==> src/rtl/tile_stream_writer_if.sv <==
// tile_stream_writer_if: SRAM write-port bundle between writer and arbiter.
// Ports: sramWrReq/sramWrAddr/sramWrData (master out), sramWrAck (master in).
interface tile_stream_writer_if #(
    parameter int ADDR_W = 20
);
    logic              sramWrReq;
    logic [ADDR_W-1:0] sramWrAddr;
    logic [15:0]       sramWrData;
    logic              sramWrAck;

    modport master (
        output sramWrReq,
        output sramWrAddr,
        output sramWrData,
        input  sramWrAck
    );

    modport slave (
        input  sramWrReq,
        input  sramWrAddr,
        input  sramWrData,
        output sramWrAck
    );
endinterface

==> src/rtl/tile_stream_writer.sv <==
// tile_stream_writer: streams one TILE_DIM x TILE_DIM tile of 16-bit pixels
// from the on-chip tile buffer into the SRAM framebuffer, row-major.
// Ports: BOARD_CLK, Reset_n (async, active-low); startStreaming/tileID/
//   xOffset/yOffset from the scheduler, doneStreaming back to it;
//   tileRdSel/tileRdX/tileRdY out and tileRdData in (1-cycle read latency);
//   sramBus (master modport) carries the req/addr/data/ack write port.
// Build option: define TILE_CLIP_EN to skip pixels outside the screen.
module tile_stream_writer #(
    parameter int TILE_DIM = 32,
    parameter int SCREEN_W = 640,
    parameter int SCREEN_H = 480,
    parameter int ADDR_W   = 20
) (
    input  logic                        BOARD_CLK,
    input  logic                        Reset_n,
    input  logic                        startStreaming,
    input  logic                        tileID,
    input  logic [9:0]                  xOffset,
    input  logic [9:0]                  yOffset,
    output logic                        doneStreaming,
    output logic                        tileRdSel,
    output logic [$clog2(TILE_DIM)-1:0] tileRdX,
    output logic [$clog2(TILE_DIM)-1:0] tileRdY,
    input  logic [15:0]                 tileRdData,
    tile_stream_writer_if.master        sramBus
);
    localparam int LOG_DIM = $clog2(TILE_DIM);
    localparam logic [LOG_DIM:0] LAST = (LOG_DIM + 1)'(TILE_DIM - 1);

    typedef enum logic [2:0] {
        IDLE,
        READ,
        LATCH,
        WRITE,
        DONE
    } state_t;

    state_t state;
    state_t stateNext;

    // One spare bit so the counters reach TILE_DIM without aliasing.
    logic [LOG_DIM:0]  tx;
    logic [LOG_DIM:0]  ty;
    logic [ADDR_W-1:0] rowBase;
    logic              idReg;
    logic [ADDR_W-1:0] wrAddr;
    logic [15:0]       wrData;
    logic              doneReg;

    logic acceptStart;
    logic loadPixel;
    logic advance;
    logic lastPixel;
    logic onScreen;

    assign lastPixel = (tx == LAST) && (ty == LAST);

`ifdef TILE_CLIP_EN
    logic [9:0]  xOff;
    logic [9:0]  yOff;
    logic [11:0] scrX;
    logic [11:0] scrY;

    assign scrX     = {2'b00, xOff} + 12'(tx);
    assign scrY     = {2'b00, yOff} + 12'(ty);
    assign onScreen = (scrX < 12'(SCREEN_W)) && (scrY < 12'(SCREEN_H));
`else
    assign onScreen = 1'b1;
`endif

    always_ff @(posedge BOARD_CLK or negedge Reset_n) begin
        if (!Reset_n) begin
            state <= IDLE;
        end else begin
            state <= stateNext;
        end
    end

    always_comb begin
        stateNext   = state;
        acceptStart = 1'b0;
        loadPixel   = 1'b0;
        advance     = 1'b0;
        unique case (state)
            IDLE: begin
                if (startStreaming) begin
                    acceptStart = 1'b1;
                    stateNext   = READ;
                end
            end
            READ: begin
                stateNext = LATCH;
            end
            LATCH: begin
                // Off-screen pixels skip WRITE and never raise a request.
                if (onScreen) begin
                    loadPixel = 1'b1;
                    stateNext = WRITE;
                end else begin
                    advance   = 1'b1;
                    stateNext = lastPixel ? DONE : READ;
                end
            end
            WRITE: begin
                if (sramBus.sramWrAck) begin
                    advance   = 1'b1;
                    stateNext = lastPixel ? DONE : READ;
                end
            end
            DONE: begin
                stateNext = IDLE;
            end
            default: begin
                stateNext = IDLE;
            end
        endcase
    end

    always_ff @(posedge BOARD_CLK or negedge Reset_n) begin
        if (!Reset_n) begin
            tx      <= '0;
            ty      <= '0;
            rowBase <= '0;
            idReg   <= 1'b0;
            wrAddr  <= '0;
            wrData  <= '0;
            doneReg <= 1'b1;
`ifdef TILE_CLIP_EN
            xOff    <= '0;
            yOff    <= '0;
`endif
        end else begin
            if (acceptStart) begin
                idReg   <= tileID;
                tx      <= '0;
                ty      <= '0;
                rowBase <= ADDR_W'(yOffset) * ADDR_W'(SCREEN_W)
                         + ADDR_W'(xOffset);
                doneReg <= 1'b0;
`ifdef TILE_CLIP_EN
                xOff    <= xOffset;
                yOff    <= yOffset;
`endif
            end
            // Read data arrives the cycle after READ presents X/Y/Sel.
            if (loadPixel) begin
                wrAddr <= rowBase + ADDR_W'(tx);
                wrData <= tileRdData;
            end
            if (advance) begin
                if (tx == LAST) begin
                    tx      <= '0;
                    ty      <= ty + 1'b1;
                    rowBase <= rowBase + ADDR_W'(SCREEN_W);
                end else begin
                    tx <= tx + 1'b1;
                end
            end
            if (state == DONE) begin
                doneReg <= 1'b1;
            end
        end
    end

    assign doneStreaming      = doneReg;
    assign tileRdSel          = idReg;
    assign tileRdX            = tx[LOG_DIM-1:0];
    assign tileRdY            = ty[LOG_DIM-1:0];
    assign sramBus.sramWrReq  = (state == WRITE);
    assign sramBus.sramWrAddr = wrAddr;
    assign sramBus.sramWrData = wrData;
endmodule

==> src/flat_wrapper.sv <==
// flat-port wrapper written by rule: the top's interface ports become plain ports
module tile_stream_writer_flat 
#(
    parameter int TILE_DIM = 32,
    parameter int SCREEN_W = 640,
    parameter int SCREEN_H = 480,
    parameter int ADDR_W   = 20
)
  (BOARD_CLK, Reset_n, startStreaming, tileID, xOffset, yOffset, doneStreaming, tileRdSel, tileRdX, tileRdY, tileRdData, sramBus_sramWrReq, sramBus_sramWrAddr, sramBus_sramWrData, sramBus_sramWrAck);
  tile_stream_writer_if #(.ADDR_W(ADDR_W)) sramBus_i ();
  input  logic BOARD_CLK;
  input  logic Reset_n;
  input  logic startStreaming;
  input  logic tileID;
  input  logic [9:0] xOffset;
  input  logic [9:0] yOffset;
  output logic doneStreaming;
  output logic tileRdSel;
  output logic [$clog2(TILE_DIM)-1:0] tileRdX;
  output logic [$clog2(TILE_DIM)-1:0] tileRdY;
  input  logic [15:0] tileRdData;
  output wire logic [$bits(sramBus_i.sramWrReq)-1:0] sramBus_sramWrReq;
  output wire logic [$bits(sramBus_i.sramWrAddr)-1:0] sramBus_sramWrAddr;
  output wire logic [$bits(sramBus_i.sramWrData)-1:0] sramBus_sramWrData;
  input wire logic [$bits(sramBus_i.sramWrAck)-1:0] sramBus_sramWrAck;
  assign sramBus_sramWrReq = sramBus_i.sramWrReq;
  assign sramBus_sramWrAddr = sramBus_i.sramWrAddr;
  assign sramBus_sramWrData = sramBus_i.sramWrData;
  assign sramBus_i.sramWrAck = sramBus_sramWrAck;
  tile_stream_writer #(.TILE_DIM(TILE_DIM), .SCREEN_W(SCREEN_W), .SCREEN_H(SCREEN_H), .ADDR_W(ADDR_W)) u_core (.BOARD_CLK(BOARD_CLK), .Reset_n(Reset_n), .startStreaming(startStreaming), .tileID(tileID), .xOffset(xOffset), .yOffset(yOffset), .doneStreaming(doneStreaming), .tileRdSel(tileRdSel), .tileRdX(tileRdX), .tileRdY(tileRdY), .tileRdData(tileRdData), .sramBus(sramBus_i));
endmodule
==> config.mk <==
export PLATFORM = sky130hd
export DESIGN_NAME = tile_stream_writer_flat
export DESIGN_NICKNAME = d
export VERILOG_FILES = /design/src/rtl/tile_stream_writer_if.sv /design/src/rtl/tile_stream_writer.sv /design/src/flat_wrapper.sv
export SDC_FILE = /design/constraint.sdc
export NUM_CORES = 1
export LEC_CHECK = 0
export CAP_MARGIN = 20
export CORE_MARGIN = 5
export CORE_UTILIZATION = 56
export CTS_CLUSTER_DIAMETER = 60
export DETAILED_ROUTE_END_ITERATION = 8
export PLACE_DENSITY = 0.95
export SYNTH_ARGS = -nofsm -noshare
export SYNTH_HDL_FRONTEND = slang
export SYNTH_SLANG_ARGS = --single-unit
==> constraint.sdc <==
create_clock -name BOARD_CLK -period 3.6 [get_ports BOARD_CLK]
set_clock_uncertainty 0.1 [all_clocks]
set_input_delay 0.36 -clock BOARD_CLK [delete_from_list [all_inputs] [get_ports BOARD_CLK]]
set_output_delay 0.36 -clock BOARD_CLK [all_outputs]
set_load 0.02 [all_outputs]
==> results of run 1 <==
## what timing repair did
item / CTS / global route
hold endpoints to repair: 0 / 17
hold buffers: 0 / 1
setup buffers: 0 / 0
## final timing paths
check / from / endpoint / slack [ns] / cells after the start
worst max-delay path: yOffset[1] / u_core.rowBase[18] / 0.50 / 11
worst min-delay path: Reset_n / u_core.sramBus.sramWrData[3] / 0.36 / 2
worst max register to register: u_core.tx[0] / u_core.sramBus.sramWrAddr[14] / 0.75 / 10
worst min register to register: u_core.sramBus.sramWrData[13] / u_core.sramBus.sramWrData[13] / 0.38 / 2
max in group asynchronous: Reset_n / u_core.sramBus.sramWrAddr[15] / 2.15 / 4
min in group BOARD_CLK: u_core.sramBus.sramWrData[13] / u_core.sramBus.sramWrData[13] / 0.38 / 2
## metal layers
metal  GRT usage  vias up
li1            -     1848
met1      0.2653     1816
met2      0.3927      129
met3     0.03643       17
met4     0.08193        0
met5           0        -
## flip-flops by register name, summed over array words and instances (netlist names)
register	cells
u_core.doneStreaming	1
u_core.sramBus.sramWrAddr	20
u_core.tileRdSel	1
u_core.tx	6
u_core.ty	6
u_core.state	3
u_core.sramBus.sramWrData	16
u_core.rowBase	20
## metrics by stage
stage | setup slack, ns | instance area, sq um | power [mW] | hold WS (ns)
floorplan | 0.7925 | 4357 | 2.596 | -0.03559
global placement | 0.2285 | 5239 | 3.235 | 0.3555
detailed placement | 0.1436 | 5239 | 3.348 | 0.3638
CTS | 0.5098 | 5429 | 3.959 | 0.1320
global route | 0.2827 | 5459 | 4.224 | 0.3891
finish | 0.5012 | 5459 | 3.942 | 0.3619
## placed cells by master (no fill, tap or decap), types with 2 or more instances in the layout
master | Yosys | final
nand3_1 | 9 | 9
o221ai_1 | 2 | 2
xor2_1 | 12 | 12
a21o_1 | 4 | 4
nor2_1 | 26 | 26
dfrtp_1 | 72 | 72
o31ai_1 | 2 | 2
nand4_1 | 7 | 7
or3_1 | 3 | 3
a221oi_1 | 2 | 2
o21ai_0 | 43 | 43
buf_4 | 10 | 4
fa_1 | 3 | 3
a221o_1 | 2 | 2
o221a_2 | 2 | 2
ha_1 | 28 | 28
a2111oi_0 | 4 | 4
xnor2_1 | 21 | 21
o21bai_1 | 2 | 2
inv_1 | 14 | 14
clkbuf_8 | 2 | 11
and3b_1 | 2 | 2
nor3_1 | 3 | 3
nand2_1 | 120 | 120
and2_1 | 5 | 5
clkinvlp_4 | 0 | 4
clkdlybuf4s50_1 | 0 | 88
a211oi_1 | 2 | 2
and3_1 | 7 | 7
nor2b_1 | 4 | 4
nand3b_1 | 2 | 2
a31oi_1 | 4 | 4
nand2b_1 | 3 | 3
o22ai_1 | 3 | 3
o21ai_1 | 4 | 4
a21oi_1 | 20 | 20
## area by class of cell
class,instances,share of cell area
flip-flops and latches,73,0.3349
clock inverters,5,0.007105
multi-input cells,375,0.4240
inverters,14,0.009626
repair buffers,95,0.1733
clock buffers,11,0.02773
well taps,102,0.02338
## power breakdown
part           internal, mW  switching (mW)
combinational         0.843            1.04
sequential             1.16           0.300
clock                 0.290           0.315
## cell families after synthesis
logic type	count (synthesis)	synth area share
XOR/XNOR	33	0.06634
flip-flops	73	0.4196
AND/OR/NAND/NOR	201	0.2102
AO/OA/AOI/OAI	109	0.1580
buffers and inverters	41	0.04911
adder cells (fa/ha/maj)	31	0.09420
multiplexers	1	0.002585
==> results.md, run 1 <==
- Top delay family on crit path: adder cells
- Critical Path AT: 3.27 ns
- Post-Syn Area: 0.004357 sq mm
- CTS buffer count: 9
- Initial antenna violation count: 0
- Most common cell in the synthesized netlist: nand2_1
- Asr flop ratio synth: 1.000
- Starting DRC count in detailed routing: 282
- Area grow syn2layout: 25.30%
- Residual DRC: 0
- Slew Viols, Final: 0
- Insertion delay to the later sink of the worst-skew pair: around 0.35 ns
- Max H-tree Level: 3
- Starting Density: 0.5697
- Fin nets: 640
- Post-Place Cells: between 600 and 700
- Setup_tns: 0 ns
- Die area: 0.009644 sq mm
- CP max FO: 4
- I/O Pins: 90
- Biggest area consumer among synthesized cells: dfrtp_1
- CP bufs+invs: 1
- Ys flop type: dfrtp_1
- Post-DRT Antenna Nets: 0
- Total number of vias: 3810
- Post-cts gate resize count: 0
- Synth Area per Inst: between 8 and 9 sq um
- Max Cap Viol: 0
- Worst Path Required: 3.77 ns
- Net count after synthesis: roughly 560
- Sequential cell area: 0.001828 sq mm
- Port bufs: 89
- Measured slew at the worst slew-check pin: 0.7571 ns
- CP endpoint kind: register
- Root buffer cell: clkbuf_8
- First-pass GRT wire length: 17440 microns
- Die Span Y: just under 100 microns
- LEAKAGE: 2.438 nW
- Wire length on met3: 571 microns
- Share of layout cells above drive strength 1: 0.06108
- Die Width: 98.21 microns
- Number of synthesized flops with an enable pin: 0
- Cell Pwr Density: 722.2 mW/mm^2
- GRT Overall Usage: 0.2195
- Clk sinks: 73
- Most Frequent Cell on Critical Path: ha_1
- Synth top area cells: dfrtp_1, nand2_1, ha_1
- Minimum clock period: 3.099 ns
- Critical path's slowest cell: clkdlybuf4s50_1
- Cell count after synthesis: 489
- Status: finished, final reports clean
- Vias in the first global route: 3844
- RSZ-0062 raised after global routing: no
- Row count: 32
- Final Core Density: 0.7138
- Detail Placement HPWL: roughly 8000 microns
- CTS Buffer Depth: 2
- Hold Path Class: input pin to asynchronous set/reset pin
- Final period util: 0.8608
- Largest net degree at the start of global routing: 51
- Core area: 0.007647 sq mm
- Multi-input logic area: 0.002315 sq mm
- Met2 Wirelength: 5145 microns
- Seq/Total Area, Yosys: 0.4196
- Seq cells post-synth: 73
- CP peak stage delay: 0.45 ns
- Final hold vios: 0
- Filler cell count: about 580
- Diodes inserted: 0
- Ys Warns: 0
- Startpoint Class: input pin
- GPL Wtd Cong: 0.8767
- GRT overflow: 0
- Non-filler cells, final: 675
- Vias/cell: approximately 5.6
- WL final: 10360 microns
- CTS tree: yes
- Crit path cell chain: clkdlybuf4s50_1 > ha_1 > ha_1 > fa_1 > a21o_2 > a21oi_1 > xnor2_1 > nand3_1 > or3_1 > xor2_1 > o21ai_1
- Post-synth cell types: slightly above 60
- Setup CP Type: input pin to register
- Synth cell count leaders: nand2_1, dfrtp_1, o21ai_0
- DR WL/cell: ~15 microns
- Fmax: 0.3227 GHz
- Top-area cell type share of the netlist area: 0.4136
- Routed length on met1: 4459 microns
- Clk pin slew, worst setup/hold paths: 0.08 ns
- Slew headroom: 0.4934
- Peak VDD IR: 0.2576 mV
- Final setup violation count: 0
- Max Used Layer: met4
- Initial DRT Pass Iterations: 4
Power figures use the tool's default switching activity.
==> run 2, diff against run 1 <==
TNS_END_PERCENT = 5   (was not set)
==> results of run 2 <==
No change in the layout: final DEF, timing and power equal those of run 1.
